<file path="src/rtl/greycode_unary_stream_gen.sv">
// greycode_unary_stream_gen: turns each accepted value into a 2^WIDTH-bit unary frame paced by an upstream Gray counter
module greycode_unary_stream_gen #(
  parameter int WIDTH = 8
) (
  input  logic             clk,
  input  logic             rst,
  input  logic             in_valid,
  output logic             in_ready,
  input  logic [WIDTH-1:0] in_value,
  input  logic [WIDTH-1:0] grey_count,
  output logic             grey_enable,
  output logic             out_valid,
  input  logic             out_ready,
  output logic             out_bit,
  output logic             out_last,
  output logic             busy,
  output logic             sync_err
);
  typedef enum logic {IDLE, RUN} state_t;
  state_t state, state_next;
  logic [WIDTH-1:0] value, shadow, bin;
  logic adv, last_code, accept;
  // Gray to binary: each binary bit is the XOR of all Gray bits at or above it
  always_comb begin
    bin = '0;
    for (int i = 0; i < WIDTH; i++) bin[i] = ^(grey_count >> i);
  end
  assign last_code   = &bin;
  assign in_ready    = (state == IDLE) && (grey_count == '0);
  assign accept      = in_valid && in_ready;
  assign adv         = (state == RUN) && (!out_valid || out_ready);
  assign grey_enable = adv;
  assign busy        = (state == RUN);
  // State register
  always_ff @(posedge clk) begin
    if (rst) state <= IDLE;
    else state <= state_next;
  end
  // Next state: leave RUN on the load of the final code, the counter wraps to 0 on the same edge
  always_comb begin
    state_next = state;
    state_next = (state == IDLE) ? (accept ? RUN : IDLE) : ((adv && last_code) ? IDLE : RUN);
  end
  // Value capture, output register and shadow count that cross-checks the upstream counter
  always_ff @(posedge clk) begin
    if (rst) begin
      value     <= '0;
      shadow    <= '0;
      out_valid <= 1'b0;
      out_bit   <= 1'b0;
      out_last  <= 1'b0;
      sync_err  <= 1'b0;
    end else begin
      if (accept) begin
        value  <= in_value;
        shadow <= '0;
      end
      if (adv) begin
        out_bit  <= bin < value;
        out_last <= last_code;
        shadow   <= shadow + WIDTH'(1);
        if (bin != shadow) sync_err <= 1'b1;
      end
      out_valid <= adv || (out_valid && !out_ready);
    end
  end
endmodule

</file>
<file path="config.mk">
export PLATFORM = sky130hd
export DESIGN_NAME = greycode_unary_stream_gen
export DESIGN_NICKNAME = d
export VERILOG_FILES = /design/src/rtl/greycode_unary_stream_gen.sv
export SDC_FILE = /design/constraint.sdc
export NUM_CORES = 1
export LEC_CHECK = 0
export CAP_MARGIN = 40
export CORE_MARGIN = 5
export CORE_UTILIZATION = 55
export DETAILED_ROUTE_END_ITERATION = 6
export PLACE_DENSITY = 0.84
export SLEW_MARGIN = 0
export SYNTH_ARGS = -nofsm -noshare
export SYNTH_HDL_FRONTEND = slang
export SYNTH_SLANG_ARGS = --single-unit
</file>
<file path="constraint.sdc">
create_clock -name clk -period 3.1 [get_ports clk]
set_input_delay 0.31 -clock clk [delete_from_list [all_inputs] [get_ports clk]]
set_output_delay 0.31 -clock clk [all_outputs]
set_load 0.01 [all_outputs]
</file>
==> impl_metrics.tcl <==
set metrics [dict create \
    synthAdderAreaFrac_pct 11.3 \
    antenna_found_initial 0 \
    place_ws_ns 0.298 \
    synthMuxAreaShare_pct 0.696 \
    synth.ff_latch_count 21 \
    grt_max_degree 23 \
    yosys.area.top_type "dfxtp_1" \
    setup_viol 0 \
    cts_sinks 21 \
    period_share_pct 80.5 \
    antenna_cells 0 \
    postSynthCellCount 173 \
    gp_congestion 0.890 \
    die_h_um 61.2 \
    outcome "finished clean" \
    drc 0 \
    vias 1345 \
    post-dp-hpwl_mm 2.71 \
    cp.required_ns 3.36 \
    cts_setup_buffers 0 \
    grt_use_met2_pct 34.9 \
    hold_viol 0 \
    holdCritPathClass "reg -> reg" \
    worstMarginPinSlew_ns 0.843 \
    grt_pass1_wl_mm 5.76 \
    grt_pass1_vias 1326 \
    arrival_ns 2.75 \
    clk_path_buf_depth 2 \
    ant_nets 0 \
    fin_crit_ns 2.49 \
    ioPinCount 27 \
    rsz0062_at_grt "no" \
    root_buffer "clkbuf_4" \
    holdWs_ns 0.470 \
    cp-start-kind "input port" \
    ys_top_cells_by_area "dfxtp_1 (29%), ha_1 (11%), a21oi_1 (5.2%), inv_1 (5.2%), nand3_1 (4.5%)" \
    top_usage_layer "met2" \
    syn_area_per_cell_um2 8.32 \
    initial_utilization_pct 57.6 \
    fin_ws_ns 0.605 \
    grt_overflow 0 \
    post_drt_wl_per_cell_um 15.6 \
    rr_endpoint "shadow[2]" \
    synth_top_family_by_area "simple AND/OR/NAND/NOR gates" \
    hold_depth 2 \
    slew_viol_final 0 \
    rrSetupSlack_ns 1.41 \
    min_from "value[5]" \
    core_region_area_mm2 0.00250 \
    setup_tns_ns 0 \
    viasPerCell 5.95 \
    synthToLayoutAreaGrowth_pct 20.9 \
    reg2regPathDepth 4 \
    synthFlopType "dfxtp_1" \
    yosys.area_share.simple_pct 21.0 \
    r2r_start "busy" \
    dr.pass1.iters 4 \
    numCtsBuffers 3 \
    p_per_area_mw_per_mm2 328 \
    cts_tree "built" \
    synth_common_cells "dfxtp_1 (21), inv_1 (20), a21oi_1 (15)" \
    yosys_warnings 0 \
    yosysMostFrequentCell "dfxtp_1" \
    yosysSeqAreaShare_pct 29.2 \
    die_x_um 61.2 \
    hold_buffers 0 \
    fmax_mhz 401 \
    leakagePower_nw 0.680 \
    synth-compound-area-share_pct 19.0 \
    synthArstFlopShare_pct 0 \
    end_kind "register" \
    crit_fanout 4 \
    slew_headroom_pct 43.6 \
    rows 18 \
    cts-resized-gates 0 \
    ys_types 40 \
    gr-usage-met3_pct 3.56 \
    crit_type "in -> reg" \
    finalNetCount 230 \
    syn_area_mm2 0.00144 \
    holdPathEnd "value[5]" \
    drtIter0Drc 63 \
    path_clk_slew_ns 0.13 \
    die_area_mm2 0.00374 \
    drt_wl_total_mm 3.54 \
    clock_latency_ns 0.32 \
    drive_gt1_share_pct 4.59 \
    grt_use_met1_pct 26.4 \
    ir_worst_vdd_v 0.000302 \
    grt_use_total_pct 20.9 \
    synth_top_area_share_pct 29.2 \
    max_cap_violations 0 \
    fill_cells 213 \
    fin_skew_ns 0.0112 \
    synth_edf_count 0 \
    htree_levels 1 \
    syn_nets 206 \
    numPortBuffers 26 \
    synth_xor_area_share_pct 11.4 \
]
[power by group]
part	total (mW)	switching (mW)	internal, mW
Sequential	0.270	0.000266	0.270
Combinational	0.159	0.0754	0.0833
Clock	0.140	0.0912	0.0493
[layer usage]
| metal | vias up | share of wire [%] | wire length [um] |
|---|---|---|---|
| li1 | 664 | - | - |
| met1 | 630 | 45 | 1590 |
| met2 | 45 | 48 | 1710 |
| met3 | 6 | 5.0 | 176 |
| met4 | 0 | 1.7 | 61 |
| met5 | - | 0 | 0 |
[worst max-delay path by stage]
| stage | cells past startpoint | startpoint | endpoint | slack, ns |
|---|---|---|---|---|
| final | 9 | grey_count[4] | out_bit | 0.61 |
| after global routing | 6 | grey_count[2] | in_ready | 0.54 |
| after CTS | 6 | grey_count[2] | in_ready | 0.62 |
| after detailed placement | 9 | grey_count[4] | out_bit | 0.30 |
| after global placement | 9 | grey_count[4] | out_bit | 0.42 |
| after floorplan | 8 | grey_count[4] | out_bit | 1.01 |
[cells by family after synthesis]
logic type               Yosys count
AO/OA/AOI/OAI                     39
XOR/XNOR                          15
adder cells (fa/ha/maj)           13
buffers and inverters             28
flip-flops                        21
multiplexers                       1
AND/OR/NAND/NOR                   56
[cell type report]
cell class	instances	area, um2	area share [%]
Inverter	21	78.8	4.53
Multi-Input combinational cell	124	912	52.4
Clock inverter	1	7.51	0.432
Clock buffer	3	22.5	1.29
Tap cell	30	37.5	2.16
Sequential cell	21	420	24.2
Timing Repair Buffer	26	260	15.0
[sequential cells by signal, indices dropped and copies added, names as in the netlist]
signal	flops
busy	1
out_bit	1
out_last	1
out_valid	1
shadow	8
sync_err	1
value	8
[cell usage in the layout (no fill, tap or decap), types with 5 or more instances in the layout]
cell,synthesis,final
nor3_1,5,5
inv_1,20,20
dfxtp_1,21,21
nand2_1,14,14
nand3_1,13,13
xnor2_1,6,6
clkdlybuf4s50_1,0,26
xor2_1,7,7
a21oi_1,15,15
ha_1,13,13
and3_1,5,5
[metrics by stage]
step                      utilization [%]  total power, mW  cell area [um2]  std cells
after global routing                 69.6            0.599             1740        226
after global placement               68.4            0.427             1710        222
after CTS                            69.6            0.572             1740        226
final                                69.6            0.570             1740        226
after floorplan                         -            0.385             1440        173
after detailed placement             68.4            0.434             1710        222
[worst max-delay path: stages]
cell and delay, ns:
clkdlybuf4s50_1 0.50, inv_1 0.05, ha_1 0.35, xor3_2 0.51
ha_1 0.31, a21o_1 0.17, a211oi_1 0.27, a211oi_1 0.12
o21ai_0 0.15
Power figures use the tool's default switching activity.
